==> config.mk <==
export PLATFORM = sky130hd
export DESIGN_NAME = gt_common_ctrl
export DESIGN_NICKNAME = d
export VERILOG_FILES = /design/src/rtl/gt_common_pkg.sv /design/src/rtl/qpll_rst_fsm.sv /design/src/rtl/gt_common_ctrl.sv
export SDC_FILE = /design/constraint.sdc
export NUM_CORES = 1
export LEC_CHECK = 0
export BUFFER_PORTS_ARGS = -buffer_cell sky130_fd_sc_hd__buf_2
export CAP_MARGIN = 25
export CORE_ASPECT_RATIO = 0.6
export CORE_MARGIN = 2
export CORE_UTILIZATION = 54
export DETAILED_ROUTE_END_ITERATION = 12
export GPL_ROUTABILITY_DRIVEN = 1
export PLACE_DENSITY = 0.79
export SYNTH_ARGS = -nofsm -noshare
export SYNTH_HDL_FRONTEND = slang
export SYNTH_SLANG_ARGS = --single-unit
==> constraint.sdc <==
create_clock -name clk_i -period 2.62 [get_ports clk_i]
set_input_delay 0.131 -clock clk_i [delete_from_list [all_inputs] [get_ports clk_i]]
set_output_delay 0.131 -clock clk_i [all_outputs]
set_load 0.05 [all_outputs]
==> src/rtl/gt_common_pkg.sv <==
// Shared definitions for the GTXE2_COMMON QPLL reset/lock controller.
// Contents: per-QPLL FSM state encoding, QPLLREFCLKSEL encodings, the
// default select value, and a small helper for counter sizing.
package gt_common_pkg;

   // Per-QPLL supervision states.
   typedef enum logic [2:0] {
      ST_PWRUP     = 3'd0,
      ST_RESET     = 3'd1,
      ST_WAIT_LOCK = 3'd2,
      ST_STABLE    = 3'd3,
      ST_READY     = 3'd4,
      ST_HOLD      = 3'd5,
      ST_FAIL      = 3'd6
   } qpll_state_e;

   // QPLLREFCLKSEL encodings of the GTXE2_COMMON primitive.
   localparam logic [2:0] REFCLK_SEL_GTREFCLK0      = 3'b001;
   localparam logic [2:0] REFCLK_SEL_GTREFCLK1      = 3'b010;
   localparam logic [2:0] REFCLK_SEL_GTNORTHREFCLK0 = 3'b011;
   localparam logic [2:0] REFCLK_SEL_GTNORTHREFCLK1 = 3'b100;
   localparam logic [2:0] REFCLK_SEL_GTSOUTHREFCLK0 = 3'b101;
   localparam logic [2:0] REFCLK_SEL_GTSOUTHREFCLK1 = 3'b110;
   localparam logic [2:0] REFCLK_SEL_GTGREFCLK      = 3'b111;

   localparam logic [2:0] DEFAULT_REFCLK_SEL = REFCLK_SEL_GTREFCLK0;

   // Largest of four cycle counts; sizes the shared per-FSM down-counter.
   function automatic int unsigned max4(input int unsigned a, input int unsigned b,
                                        input int unsigned c, input int unsigned d);
      int unsigned m;
      m = a;
      if (b > m) m = b;
      if (c > m) m = c;
      if (d > m) m = d;
      return m;
   endfunction

endpackage

==> src/rtl/qpll_rst_fsm.sv <==
// Reset sequencer and lock supervisor for a single QPLL.
// Ports:
//   clk_i, rst_n_i          control clock, async active-low reset
//   qpll_lock_i             QPLLLOCK (asynchronous, synchronised here)
//   qpll_ref_clk_lost_i     QPLLREFCLKLOST (asynchronous, synchronised here)
//   restart_i, sel_req_i    single-cycle relock / refclk-select requests
//   sel_i                   new QPLLREFCLKSEL, sampled with sel_req_i
//   qpll_reset_o            QPLLRESET
//   qpll_ref_clk_sel_o      QPLLREFCLKSEL
//   qpll_ready_o            lock qualified
//   qpll_fail_o             retries exhausted
//   retry_cnt_o             failed attempts in the current sequence
module qpll_rst_fsm #(
   parameter int unsigned PWRUP_WAIT_CYC     = 500,
   parameter int unsigned RESET_CYC          = 64,
   parameter int unsigned LOCK_TIMEOUT_CYC   = 50000,
   parameter int unsigned LOCK_STABLE_CYC    = 1024,
   parameter int unsigned MAX_RETRY          = 3,
   parameter logic [2:0]  DEFAULT_REFCLK_SEL = 3'b001
) (
   input  logic       clk_i,
   input  logic       rst_n_i,
   input  logic       qpll_lock_i,
   input  logic       qpll_ref_clk_lost_i,
   input  logic       restart_i,
   input  logic       sel_req_i,
   input  logic [2:0] sel_i,
   output logic       qpll_reset_o,
   output logic [2:0] qpll_ref_clk_sel_o,
   output logic       qpll_ready_o,
   output logic       qpll_fail_o,
   output logic [1:0] retry_cnt_o
);
   import gt_common_pkg::*;

   localparam int unsigned MAX_CYC = max4(PWRUP_WAIT_CYC, RESET_CYC,
                                          LOCK_TIMEOUT_CYC, LOCK_STABLE_CYC);
   localparam int CNT_W = (MAX_CYC > 1) ? $clog2(MAX_CYC) : 1;

   // Counter load values: a state lasting N cycles loads N-1 and exits at 0.
   localparam logic [CNT_W-1:0] LD_PWRUP   = CNT_W'(PWRUP_WAIT_CYC - 1);
   localparam logic [CNT_W-1:0] LD_RESET   = CNT_W'(RESET_CYC - 1);
   localparam logic [CNT_W-1:0] LD_TIMEOUT = CNT_W'(LOCK_TIMEOUT_CYC - 1);
   localparam logic [CNT_W-1:0] LD_STABLE  = CNT_W'(LOCK_STABLE_CYC - 1);
   localparam logic [CNT_W-1:0] CNT_ZERO   = CNT_W'(0);
   localparam logic [CNT_W-1:0] CNT_ONE    = CNT_W'(1);

   qpll_state_e      state_q, state_d;
   logic [CNT_W-1:0] cnt_q, cnt_d;
   logic [1:0]       retry_q, retry_d;
   logic [2:0]       sel_q, sel_d;
   logic             reset_q, ready_q, fail_q;
   logic             lock_meta_q, lock_sync_q, lost_meta_q, lost_sync_q;
   logic             lost_evt_s, sel_evt_s, restart_evt_s;
   logic [1:0]       retry_inc_s;

   // Two-flop synchronisers for the asynchronous QPLL status inputs.
   always_ff @(posedge clk_i or negedge rst_n_i) begin
      if (!rst_n_i) begin
         lock_meta_q <= 1'b0;
         lock_sync_q <= 1'b0;
         lost_meta_q <= 1'b0;
         lost_sync_q <= 1'b0;
      end else begin
         lock_meta_q <= qpll_lock_i;
         lock_sync_q <= lock_meta_q;
         lost_meta_q <= qpll_ref_clk_lost_i;
         lost_sync_q <= lost_meta_q;
      end
   end

   // Refclk loss is ignored during power-up wait and once failed.
   assign lost_evt_s    = lost_sync_q && (state_q inside {ST_RESET, ST_WAIT_LOCK,
                                                          ST_STABLE, ST_READY, ST_HOLD});
   assign sel_evt_s     = sel_req_i && (state_q inside {ST_READY, ST_FAIL});
   assign restart_evt_s = restart_i && (state_q != ST_PWRUP);
   assign retry_inc_s   = (retry_q == 2'd3) ? 2'd3 : (retry_q + 2'd1);

   // Next-state, counter, retry and select computation.
   always_comb begin
      state_d = state_q;
      cnt_d   = (cnt_q != CNT_ZERO) ? (cnt_q - CNT_ONE) : cnt_q;
      retry_d = retry_q;
      sel_d   = sel_q;
      if (lost_evt_s) begin
         state_d = ST_HOLD;
      end else if (sel_evt_s) begin
         state_d = ST_RESET;
         cnt_d   = LD_RESET;
         retry_d = 2'd0;
         sel_d   = sel_i;
      end else if (restart_evt_s) begin
         state_d = ST_RESET;
         cnt_d   = LD_RESET;
         retry_d = 2'd0;
      end else begin
         case (state_q)
            ST_PWRUP: begin
               if (cnt_q == CNT_ZERO) begin
                  state_d = ST_RESET;
                  cnt_d   = LD_RESET;
               end else begin
                  state_d = ST_PWRUP;
               end
            end
            ST_RESET: begin
               if (cnt_q == CNT_ZERO) begin
                  state_d = ST_WAIT_LOCK;
                  cnt_d   = LD_TIMEOUT;
               end else begin
                  state_d = ST_RESET;
               end
            end
            ST_WAIT_LOCK: begin
               if (lock_sync_q) begin
                  state_d = ST_STABLE;
                  cnt_d   = LD_STABLE;
               end else if (cnt_q == CNT_ZERO) begin
                  retry_d = retry_inc_s;
                  if (32'(retry_inc_s) >= MAX_RETRY) begin
                     state_d = ST_FAIL;
                  end else begin
                     state_d = ST_RESET;
                     cnt_d   = LD_RESET;
                  end
               end else begin
                  state_d = ST_WAIT_LOCK;
               end
            end
            ST_STABLE: begin
               // A dropout restarts qualification but is not a failed attempt.
               if (!lock_sync_q) begin
                  state_d = ST_WAIT_LOCK;
                  cnt_d   = LD_TIMEOUT;
               end else if (cnt_q == CNT_ZERO) begin
                  state_d = ST_READY;
                  retry_d = 2'd0;
               end else begin
                  state_d = ST_STABLE;
               end
            end
            ST_READY: begin
               if (!lock_sync_q) begin
                  state_d = ST_RESET;
                  cnt_d   = LD_RESET;
                  retry_d = 2'd0;
               end else begin
                  state_d = ST_READY;
               end
            end
            ST_HOLD: begin
               // Only reached with refclk restored; loss keeps us above.
               state_d = ST_RESET;
               cnt_d   = LD_RESET;
            end
            ST_FAIL: begin
               state_d = ST_FAIL;
            end
            default: begin
               state_d = ST_PWRUP;
               cnt_d   = LD_PWRUP;
            end
         endcase
      end
   end

   // State register with outputs registered from the next state.
   always_ff @(posedge clk_i or negedge rst_n_i) begin
      if (!rst_n_i) begin
         state_q <= ST_PWRUP;
         cnt_q   <= LD_PWRUP;
         retry_q <= 2'd0;
         sel_q   <= DEFAULT_REFCLK_SEL;
         reset_q <= 1'b1;
         ready_q <= 1'b0;
         fail_q  <= 1'b0;
      end else begin
         state_q <= state_d;
         cnt_q   <= cnt_d;
         retry_q <= retry_d;
         sel_q   <= sel_d;
         reset_q <= (state_d == ST_PWRUP) || (state_d == ST_RESET) || (state_d == ST_HOLD);
         ready_q <= (state_d == ST_READY);
         fail_q  <= (state_d == ST_FAIL);
      end
   end

   assign qpll_reset_o       = reset_q;
   assign qpll_ref_clk_sel_o = sel_q;
   assign qpll_ready_o       = ready_q;
   assign qpll_fail_o        = fail_q;
   assign retry_cnt_o        = retry_q;

endmodule

==> src/rtl/gt_common_ctrl.sv <==
// Reset, lock-supervision and refclk-select controller for up to four
// GTXE2_COMMON QPLLs; one independent qpll_rst_fsm per QPLL.
// Ports (per-QPLL vectors are NUM_QPLL wide, packed fields 3 or 2 bits):
//   clk_i, rst_n_i                   control clock / async active-low reset
//   qpll_lock_i, qpll_ref_clk_lost_i QPLL status inputs (asynchronous)
//   restart_i, sel_req_i, sel_i      relock and refclk-select requests
//   qpll_reset_o, qpll_ref_clk_sel_o QPLL control outputs
//   qpll_ready_o, qpll_fail_o        per-QPLL status
//   retry_cnt_o                      per-QPLL failed-attempt count
//   all_ready_o                      every QPLL ready (one cycle behind)
module gt_common_ctrl #(
   parameter int unsigned NUM_QPLL           = 1,
   parameter int unsigned PWRUP_WAIT_CYC     = 500,
   parameter int unsigned RESET_CYC          = 64,
   parameter int unsigned LOCK_TIMEOUT_CYC   = 50000,
   parameter int unsigned LOCK_STABLE_CYC    = 1024,
   parameter int unsigned MAX_RETRY          = 3,
   parameter logic [2:0]  DEFAULT_REFCLK_SEL = gt_common_pkg::DEFAULT_REFCLK_SEL
) (
   input  logic                  clk_i,
   input  logic                  rst_n_i,
   input  logic [NUM_QPLL-1:0]   qpll_lock_i,
   input  logic [NUM_QPLL-1:0]   qpll_ref_clk_lost_i,
   input  logic [NUM_QPLL-1:0]   restart_i,
   input  logic [NUM_QPLL-1:0]   sel_req_i,
   input  logic [3*NUM_QPLL-1:0] sel_i,
   output logic [NUM_QPLL-1:0]   qpll_reset_o,
   output logic [3*NUM_QPLL-1:0] qpll_ref_clk_sel_o,
   output logic [NUM_QPLL-1:0]   qpll_ready_o,
   output logic [NUM_QPLL-1:0]   qpll_fail_o,
   output logic [2*NUM_QPLL-1:0] retry_cnt_o,
   output logic                  all_ready_o
);
   import gt_common_pkg::*;

   logic all_ready_q;

   for (genvar g = 0; g < NUM_QPLL; g++) begin : g_qpll
      qpll_rst_fsm #(
         .PWRUP_WAIT_CYC     (PWRUP_WAIT_CYC),
         .RESET_CYC          (RESET_CYC),
         .LOCK_TIMEOUT_CYC   (LOCK_TIMEOUT_CYC),
         .LOCK_STABLE_CYC    (LOCK_STABLE_CYC),
         .MAX_RETRY          (MAX_RETRY),
         .DEFAULT_REFCLK_SEL (DEFAULT_REFCLK_SEL)
      ) u_fsm (
         .clk_i               (clk_i),
         .rst_n_i             (rst_n_i),
         .qpll_lock_i         (qpll_lock_i[g]),
         .qpll_ref_clk_lost_i (qpll_ref_clk_lost_i[g]),
         .restart_i           (restart_i[g]),
         .sel_req_i           (sel_req_i[g]),
         .sel_i               (sel_i[3*g +: 3]),
         .qpll_reset_o        (qpll_reset_o[g]),
         .qpll_ref_clk_sel_o  (qpll_ref_clk_sel_o[3*g +: 3]),
         .qpll_ready_o        (qpll_ready_o[g]),
         .qpll_fail_o         (qpll_fail_o[g]),
         .retry_cnt_o         (retry_cnt_o[2*g +: 2])
      );
   end

   // Registered aggregate ready.
   always_ff @(posedge clk_i or negedge rst_n_i) begin
      if (!rst_n_i) begin
         all_ready_q <= 1'b0;
      end else begin
         all_ready_q <= &qpll_ready_o;
      end
   end

   assign all_ready_o = all_ready_q;

endmodule

Word-level counts from Yosys, hierarchy flattened
Cells that the tools add are included.
{"block": "classes", "n_addsub": 2, "n_mux": 33, "n_lt_le_gt_ge": 1, "n_reduce_logical": 15, "n_eq_ne": 16, "bitwise_logic": 1}
{"operator": "16-bit two-way mux", "n": 11}
{"operator": "16-bit one-hot mux with 7 select lines", "n": 1}
{"operator": "3-bit two-way mux", "n": 9}
{"operator": "3-bit one-hot mux with 7 select lines", "n": 1}
{"operator": "3-bit == test (second input constant)", "n": 6}
{"operator": "2-bit two-way mux", "n": 9}
{"operator": "16-bit zero test", "n": 1}
{"operator": "16-bit nonzero test", "n": 1}
{"operator": "16-bit by 1-bit subtractor with 16-bit output (second input constant)", "n": 1}
{"operator": "5-bit nonzero test", "n": 2}
{"operator": "4-bit by 2-bit inequality test with 1-bit output (second input constant)", "n": 2}
{"operator": "4-bit inequality test (second input constant)", "n": 2}
{"operator": "7-bit AND reduction", "n": 1}
{"operator": "3-bit by 1-bit == test with 1-bit output (second input constant)", "n": 2}
{"operator": "3-bit by 2-bit == test with 1-bit output (second input constant)", "n": 2}
{"operator": "3-bit zero test", "n": 2}
{"operator": "2-bit one-hot mux with 3 select lines", "n": 1}
{"operator": "4-bit by 1-bit inequality test with 1-bit output (second input constant)", "n": 1}
{"operator": "1-bit logical AND", "n": 3}
{"operator": "3-bit nonzero test", "n": 1}
{"operator": "2-bit by 1-bit adder with 2-bit output (second input constant)", "n": 1}
{"operator": "2-bit == test (second input constant)", "n": 1}
{"operator": "2-bit >= comparator (second input constant)", "n": 1}
{"operator": "1-bit logical OR", "n": 2}
{"operator": "other kinds (4)", "n": 4}
{"block": "word_totals", "reg_bits": 32, "input_bits": 9, "out_inout_bits": 9}

Longest topological paths before layout
Gate-level depths: netlist of the first run.
{"block": "logic_depth", "depth_word": 13, "mapped_depth": 12, "ltp_nobuf": 11}

Cells and area by module
Synthesis of the first run repeated with hierarchy kept, for this count alone.
{"block": "hier_totals", "cells_unflattened": 259, "area_unflattened_um2": 2267.2}
{"module": "qpll_rst_fsm", "cells_per_inst": 258, "n_inst": 1, "area_each_um2": 2242.2}
{"module": "gt_common_ctrl", "cells_per_inst": 1, "n_inst": 1, "area_each_um2": 25.0}

Worst setup path before layout of the first run
No wires, ideal clock.
{"block": "synth_timing", "kind": "reg2reg", "startpoint": "reg g_qpll[0].u_fsm.cnt_q[0]", "endpoint": "reg g_qpll[0].u_fsm.cnt_q[0]", "path_stages_with_launch": 13, "required_time_ns": 2.543, "period_less_slack_ns": 2.655, "path_slack_ns": -0.035, "t_arrival_ns": 2.577, "setup_time_ns": 0.077, "n_path_buf": 1, "cell_sequence": "dfstp_2 inv_1 ha_1 or4b_4 nor4_4 inv_2 buf_6 ha_1 inv_1 and3_1 a21oi_1 o211ai_1 a31oi_1"}
{"block": "synth_via", "elab_chain_cells": 9, "elab_cells_between_ends": 15, "classes_between": "add/sub (1); mux (12); reduce/logical (2)"}
{"item": "from (decl)", "line_no": "qpll_rst_fsm.sv:49", "source": "logic [CNT_W-1:0] cnt_q, cnt_d;"}
{"item": "from (signal assigned)", "line_no": "qpll_rst_fsm.sv:179", "source": "cnt_q <= cnt_d;"}
{"item": "16-bit by 1-bit subtractor with 16-bit output / 16-bit nonzero test (equally long branches)", "line_no": "qpll_rst_fsm.sv:82", "source": "cnt_d = (cnt_q != CNT_ZERO) ? (cnt_q - CNT_ONE) : cnt_q;"}
{"item": "16-bit two-way mux", "line_no": "qpll_rst_fsm.sv:82"}
{"item": "16-bit two-way mux", "line_no": "qpll_rst_fsm.sv:120", "source": "if (32'(retry_inc_s) >= MAX_RETRY) begin"}
{"item": "16-bit two-way mux", "line_no": "qpll_rst_fsm.sv:118", "source": "end else if (cnt_q == CNT_ZERO) begin"}
{"item": "16-bit two-way mux", "line_no": "qpll_rst_fsm.sv:115", "source": "if (lock_sync_q) begin"}
{"item": "16-bit one-hot mux with 7 select lines", "line_no": "qpll_rst_fsm.sv:97", "source": "case (state_q)"}
{"item": "16-bit two-way mux", "line_no": "qpll_rst_fsm.sv:92", "source": "end else if (restart_evt_s) begin"}
{"item": "16-bit two-way mux", "line_no": "qpll_rst_fsm.sv:87", "source": "end else if (sel_evt_s) begin"}
{"item": "16-bit two-way mux (*)", "line_no": "qpll_rst_fsm.sv:85", "source": "if (lost_evt_s) begin"}
{"item": "net g_qpll[0].u_fsm.cnt_d[0]", "line_no": "qpll_rst_fsm.sv:49"}
The timed path passes the listed nets; every way through them passes the cells marked *.
A chain may end at the register's enable or synchronous reset.

Worst setup path after layout of the first run
{"block": "layout_timing", "startpoint": "reg g_qpll[0].u_fsm.cnt_q[0]", "endpoint": "reg g_qpll[0].u_fsm.ready_q"}
{"block": "layout_via", "elab_chain_cells": 8, "elab_cells_between_ends": 12, "classes_between": "eq/ne (1); mux (10); reduce/logical (1)"}
{"item": "16-bit zero test (*)"}
{"item": "3-bit two-way mux (on tied branches)", "line_no": "qpll_rst_fsm.sv:135, qpll_rst_fsm.sv:118"}
{"item": "3-bit two-way mux (on tied branches)", "line_no": "qpll_rst_fsm.sv:132, qpll_rst_fsm.sv:115"}
{"item": "3-bit one-hot mux with 7 select lines (*)", "line_no": "qpll_rst_fsm.sv:97"}
{"item": "3-bit two-way mux (*)", "line_no": "qpll_rst_fsm.sv:92"}
{"item": "3-bit two-way mux (*)", "line_no": "qpll_rst_fsm.sv:87"}
{"item": "3-bit two-way mux (*)", "line_no": "qpll_rst_fsm.sv:85"}
{"item": "3-bit == test (*)", "line_no": "qpll_rst_fsm.sv:183", "source": "ready_q <= (state_d == ST_READY);"}
{"item": "to (signal assigned)", "line_no": "qpll_rst_fsm.sv:183"}
{"item": "to (decl)", "line_no": "qpll_rst_fsm.sv:52", "source": "logic reset_q, ready_q, fail_q;"}
Every way passes the cells marked *; elsewhere a longest branch is shown, timed or not.

==> results of run 1 <==
## area by class of cell
cell class                      count  area, um2
Clock inverter                      1       30.0
Timing Repair Buffer               34        220
Clock buffer                        7       96.3
Tap cell                           50       62.6
Inverter                            9       33.8
Sequential cell                    32        812
Multi-Input combinational cell    208       1330
Fill cell                         364       1450
## kinds of logic after synthesis
group | after synthesis | share of synthesized area
buf+inv | 28 | 0.0511
compound gates | 83 | 0.236
flops | 32 | 0.365
xor+xnor | 11 | 0.0433
simple gates | 106 | 0.263
mux | 5 | 0.0247
fa+ha+maj | 3 | 0.0169
## state kept, by name, summed over array words and instances (netlist names)
register and flops:
g_qpll.u_fsm.cnt_q 16, g_qpll.u_fsm.qpll_ref_clk_sel_o 3, g_qpll.u_fsm.state_q 3, g_qpll.u_fsm.retry_cnt_o 2, all_ready_o 1, g_qpll.u_fsm.lock_meta_q 1, g_qpll.u_fsm.lock_sync_q 1, g_qpll.u_fsm.lost_meta_q 1
g_qpll.u_fsm.lost_sync_q 1, g_qpll.u_fsm.qpll_fail_o 1, g_qpll.u_fsm.qpll_ready_o 1, g_qpll.u_fsm.qpll_reset_o 1
## where the power goes
part | total (W) | switching (W) | leakage (nW) | internal (W)
Sequential | 0.000606 | 0.0000574 | 0.386 | 0.000549
Combinational | 0.000324 | 0.000207 | 0.624 | 0.000117
Clock | 0.000528 | 0.000192 | 0.0645 | 0.000336
## final timing paths
kind | to | slack [ns] | depth (start not counted)
max in group asynchronous | g_qpll[0].u_fsm.lost_meta_q$_DFF_PN0_ | 1.73 | 2
setup / recovery | g_qpll[0].u_fsm.qpll_ready_o$_DFF_PN0_ | 0.07 | 8
hold / removal | g_qpll[0].u_fsm.qpll_ref_clk_sel_o[0]$_DFFE_PN1P_ | 0.09 | 2
setup reg to reg | g_qpll[0].u_fsm.qpll_ready_o$_DFF_PN0_ | 0.07 | 8
hold reg to reg | g_qpll[0].u_fsm.lost_sync_q$_DFF_PN0_ | 0.36 | 0
min in group asynchronous | g_qpll[0].u_fsm.retry_cnt_o[1]$_DFFE_PN0P_ | 0.43 | 2
## placed cells by master, fill, tap and decap left out, types with 4 or more instances in the layout
master	instances
nor4_1	4
nor2_1	24
a21oi_1	20
dfstp_2	9
dfrtp_1	23
mux2_2	4
nor3_1	12
inv_1	7
o21ai_0	26
a31oi_1	4
xor2_1	7
nand3_1	9
buf_2	17
nand2_1	16
xnor2_1	4
nor2b_1	7
clkbuf_8	7
o22ai_1	4
or3_1	5
buf_4	14
## stage by stage
step                      hold WS, ns  utilization  TNS (ns)  worst slack (ns)  area (um2)
final                          0.0913        0.640         0            0.0674        2580
after global routing           0.0897        0.640   -0.0991           -0.0434        2580
after CTS                      0.0827        0.634         0             0.108        2560
after detailed placement        0.225        0.595         0             0.121        2400
after global placement          0.226        0.595         0             0.102        2400
after floorplan                -0.165            -         0            0.0386        2230
## per-layer routing
layer  track usage  vias up  share of wire
li1              -     1019              -
met2         0.383      121           0.41
met5             0        -              0
met4        0.0391        0         0.0051
met1         0.424      986           0.48
met3        0.0752       11           0.11
## repair_timing
action,4_1_cts,5_1_grt
gates resized for setup,0,3
buffers inserted,0,0
endpoints found under the hold margin,25,0
setup endpoints to repair,0,9
hold buffers,3,0
## worst register-to-register path: cells and delay by family, from the launching register on
kind / cells / cell delay [ns]
and+or+nand+nor: 5 / 1.65
DFF: 1 / 0.41
adders and majority gates: 1 / 0.15
AOI/OAI and AO/OA: 1 / 0.15
buffers and inverters: 1 / 0.09
==> flow_summary.yaml, run 1 <==
power:
  static-leakage-power_nw: 1.07
  power.density_nw_per_um2: 566
  total_power_w: 0.00146
  peakVddDrop_v: 0.000523
clocking:
  h-tree-depth: 2
  cts_root_buffer: "clkbuf_8"
  worstSkewPairLatency_ns: 0.29
  cts_buffers: 5
  tritoncts: "yes"
  cts_sinks: 32
  cts_buffer_depth: 2
  clkSlewWorstSetupHoldPaths_ns: 0.06
floorplan:
  dieHeight_um: 53.7
  row_count: 18
  die-width_um: 86.9
  core-area_um2: 4030
  die_area_um2: 4670
  io_pins: 18
  start_util: 0.552
worst_setup_path:
  cp_data_required_time_ns: 2.79
  path_cells: "inv_1, ha_1, or4b_4, or4_1, nor2_2, a31oi_1, nand4_1, and2b_1"
  r2r-start: "g_qpll[0].u_fsm.cnt_q[0]$_DFF_PN1_"
  cp-start-kind: "register"
  worstSetupPathType: "reg2reg"
  max_stage_delay_ns: 0.57
  arrival_ns: 2.72
  path_buf_inv: 1
  timing.critical_path.from: "g_qpll[0].u_fsm.cnt_q[0]$_DFF_PN1_"
  critPathMaxFanout: 5
  cpMaxStageDelayCell: "or4_1"
  cp_top_family: "simple AND/OR/NAND/NOR gates"
  endpoint_kind: "register"
logic_synthesis:
  ys_top_cells_by_area: "dfrtp_1 26%, dfstp_2 11%, o21ai_0 5.8%"
  synth_seq_cells: 32
  synth_commonest_cells: "26 x o21ai_0, 25 x nor2_1, 23 x dfrtp_1"
  synthArstFlopShare: 1.00
  synthDistinctLibCells: 61
  ys_warn_count: 0
  synthesis.area_um2: 2230
  yosys.cell_count.top_type: "o21ai_0"
  synth.avg_cell_area_um2: 8.31
  synth_nets: 280
  synth_edf_count: 0
  synth_top_cell_area_share: 0.258
  syn-instance-count: 268
  synth_area_leader_cell: "dfrtp_1"
  seq_area_frac_synth: 0.365
  synth_ff_type: "dfrtp_1"
placement:
  place_inst: 330
  gp_congestion: 0.939
  place_hpwl_um: 4240
  portBuffers: 17
cells_and_area:
  antenna_cells: 0
  nNetsFinal: 302
  drive_gt1_frac: 0.227
  syn2layout_area_growth_pct: 15.8
  final_cells: 341
global_routing:
  grt_max_degree: 33
  grt_overflow: 0
  grt_pass1_wl_um: 9630
  grt.total_usage: 0.274
  antenna_found_initial: 0
  grt_pass1_vias: 1896
sta:
  timing.fmax_ghz: 0.392
  fin_crit_sh: 0.974
  tightest_slew_ns: 0.709
  finClkSkew_ns: 0.0116
  rsz0062_at_grt: "true"
  period_needed_ns: 2.55
  slew_viol_final: 0
  hold_viol: 0
  slew_headroom: 0.527
  setup_viol: 0
worst_hold_path:
  worstHoldStart: "sel_i[0]"
  min_path_type: "in2reg"
detailed_routing:
  route.detailed.drc: 0
  drt.antenna.violating_nets: 0
  wire_per_inst_um: 17.3
  dr.first_iter.drc_count: 299
  drt_pre_antenna_iters: 5
  dr_total_vias: 2137
  wl_um: 5910
  via_per_inst: 6.27
job:
  max-cap-violations: 0
outcome:
  status: "finished, final reports clean"
(Power assumes the default switching activity.)
==> inputs of run 2 (changes only) <==
--- a/config.mk
+++ b/config.mk
@@ -15,4 +15,5 @@
 export PLACE_DENSITY = 0.79
 export SYNTH_ARGS = -nofsm -noshare
 export SYNTH_HDL_FRONTEND = slang
+export SYNTH_HIERARCHICAL = 1
 export SYNTH_SLANG_ARGS = --single-unit
==> run 2 against run 1 <==
  * Utilization shrank 2.0 points
  * Critical endpoint is now g_qpll[0].u_fsm/cnt_q[3]$_DFF_PN0_
  * Count of clock-buffer cells in the layout shrank 1
  * Critical path type unchanged
  * Clock power shrank 11%
  * Setup slack gained 0.14 ns
  * Highest routed layer unchanged
  * Final area shrank 2.0%
  * Sequential cell count is the same
  * Largest power group unchanged
  * Synthesized cell count shrank 3.4%
  * Wire length grew 1.3%
==> flow_summary.yaml, run 2 <==
outcome:
  status: "finished, final reports clean"
worst_setup_path:
  critPathMaxFanout: 14
  cp_data_required_time_ns: 2.80
  worstSetupPathType: "reg2reg"
  endpoint_kind: "register"
  arrival_ns: 2.59
  cp-start-kind: "register"
floorplan:
  core-area_um2: 4080
  row_count: 18
  die_area_um2: 4750
  dieHeight_um: 54.2
  io_pins: 18
  start_util: 0.556
  die-width_um: 87.7
cells_and_area:
  nNetsFinal: 285
  drive_gt1_frac: 0.200
  largest_reg_flops: 16
  antenna_cells: 0
  fin_util: 0.620
  final_cell_mix: "23 x dfrtp_1, 22 x nor2_1, 18 x nand2_1, 17 x buf_2, 16 x a21oi_1"
  layout_commonest_cell: "dfrtp_1"
  syn2layout_area_growth_pct: 11.5
  largest_register: "g_qpll.u_fsm/cnt_q"
logic_synthesis:
  synth_area_leader_cell: "dfrtp_1"
  synth.avg_cell_area_um2: 8.75
  synth_edf_count: 0
  syn-instance-count: 259
  synthDistinctLibCells: 65
  synth_top_cell_area_share: 0.254
  synth-xor-area-share: 0.0309
  synth_top_family_by_area: "simple AND/OR/NAND/NOR gates"
  seq_area_frac_synth: 0.358
  synth-compound-area-share: 0.246
  synthMuxAreaShare: 0.0287
  ys_top_cells_by_area: "dfrtp_1 25%, dfstp_2 10%, nor2_1 3.6%"
  synth_commonest_cells: "23 x dfrtp_1, 22 x nor2_1, 18 x nand2_1"
  synth_nets: 270
  synth_ff_type: "dfrtp_1"
  ys_warn_count: 6
  synth_fa_ha_area_frac: 0.0110
  synthArstFlopShare: 1.00
  yosys.area_share.simple: 0.277
  synth_seq_cells: 32
  yosys.cell_count.top_type: "dfrtp_1"
  synthesis.area_um2: 2270
clocking:
  tritoncts: "yes"
  cts_buffers: 5
  post_cts_buffers: 0
  h-tree-depth: 2
  clkSlewWorstSetupHoldPaths_ns: 0.07
  cts_sinks: 32
  worstSkewPairLatency_ns: 0.29
  cts_root_buffer: "clkbuf_8"
  cts_buffer_depth: 2
detailed_routing:
  via_per_inst: 6.39
  dr.first_iter.drc_count: 269
  wl_um: 5990
  route.detailed.drc: 0
  drt_pre_antenna_iters: 5
  dr_total_vias: 2142
  drt.antenna.violating_nets: 0
  wire_per_inst_um: 17.9
global_routing:
  grt_max_degree: 33
  antenna_found_initial: 0
  grt.total_usage: 0.288
  grt_pass1_vias: 2013
  grt_overflow: 0
  grt_pass1_wl_um: 10100
placement:
  gp_congestion: 0.942
  place_hpwl_um: 4300
  portBuffers: 17
  post-place-ws_ns: 0.256
job:
  max-cap-violations: 0
sta:
  tightest_slew_ns: 0.728
  finalSetupTns_ns: 0
  period_needed_ns: 2.41
  finClkSkew_ns: 0.00478
  timing.fmax_ghz: 0.415
  fin_crit_sh: 0.919
  hold_viol: 0
  setup_slack_ns: 0.212
  slew_viol_final: 0
  slew_headroom: 0.515
  rsz0062_at_grt: "false"
  setup_viol: 0
power:
  static-leakage-power_nw: 0.994
  power.density_nw_per_um2: 591
  peakVddDrop_v: 0.000467
worst_hold_path:
  min_path_type: "in2reg"
run 2: cells by family (layout without fill, tap and decap cells):
group                    Yosys count  count (layout)
adder cells (fa/ha/maj)            2               2
AO/OA/AOI/OAI                     77              77
XOR/XNOR                           8               8
AND/OR/NAND/NOR                  109             109
flip-flops                        32              32
buffers and inverters             25              41
multiplexers                       6               6
run 2: timing repair:
action / 4_1_cts / 5_1_grt
setup endpoints to repair: 0 / 1
endpoints found under the hold margin: 25 / 0
hold buffers: 3 / 0
gates resized for setup: 0 / 1
run 2: routing by layer:
metal | up-vias | global-route usage | share of wire
met4 | 0 | 0.100 | 0.018
met2 | 110 | 0.388 | 0.39
li1 | 1003 | - | -
met5 | - | 0 | 0
met3 | 15 | 0.103 | 0.12
met1 | 1014 | 0.422 | 0.47
run 2: final cells by class:
cell class                 count  area [um2]
fill                         343        1550
multi-input combinational    202        1350
sequential                    32         812
timing repair buffer          25         153
tap                           60        75.1
clock buffer                   6        72.6
clock inverter                 2        35.0
inverter                       8        30.0
run 2: critical path, stage by stage, from the launching register on:
cell,delay [ns]
dfstp_2,0.56
inv_1,0.05
ha_1,0.25
nor4b_1,0.16
and4_1,0.22
buf_4,0.20
a211oi_1,0.42
a211oi_2,0.18
o21ba_2,0.25
run 2: path summary, 6_finish.rpt:
path / from / endpoint / slack, ns / cells after the start
setup reg to reg: g_qpll[0].u_fsm/cnt_q[0]$_DFF_PN1_ / g_qpll[0].u_fsm/cnt_q[3]$_DFF_PN0_ / 0.21 / 8
min in group asynchronous: rst_n_i / g_qpll[0].u_fsm/qpll_ref_clk_sel_o[1]$_DFFE_PN0P_ / 0.43 / 2
max in group asynchronous: rst_n_i / g_qpll[0].u_fsm/cnt_q[10]$_DFF_PN0_ / 1.72 / 2
hold reg to reg: g_qpll[0].u_fsm/lost_meta_q$_DFF_PN0_ / g_qpll[0].u_fsm/lost_sync_q$_DFF_PN0_ / 0.35 / 0
hold / removal: sel_i[2] / g_qpll[0].u_fsm/qpll_ref_clk_sel_o[2]$_DFFE_PN0P_ / 0.06 / 2
setup / recovery: g_qpll[0].u_fsm/cnt_q[0]$_DFF_PN1_ / g_qpll[0].u_fsm/cnt_q[3]$_DFF_PN0_ / 0.21 / 8
run 2: metrics by stage:
stage / hold slack, ns / total power (W) / std cells / instance area (um2)
6_report: 0.0632 / 0.00149 / 335 / 2530
5_1_grt: 0.0697 / 0.00157 / 335 / 2530
4_1_cts: 0.0581 / 0.00150 / 335 / 2520
3_5_place_dp: 0.231 / 0.00102 / 324 / 2380
3_3_place_gp: 0.215 / 0.00101 / 324 / 2380
2_1_floorplan: -0.165 / 0.000910 / 259 / 2270
run 2: power breakdown:
group / leakage (nW) / internal (W) / total (W) / switching [W]
logic: 0.557 / 0.000140 / 0.000402 / 0.000262
registers: 0.382 / 0.000555 / 0.000620 / 0.0000651
clock network: 0.0552 / 0.000282 / 0.000472 / 0.000190
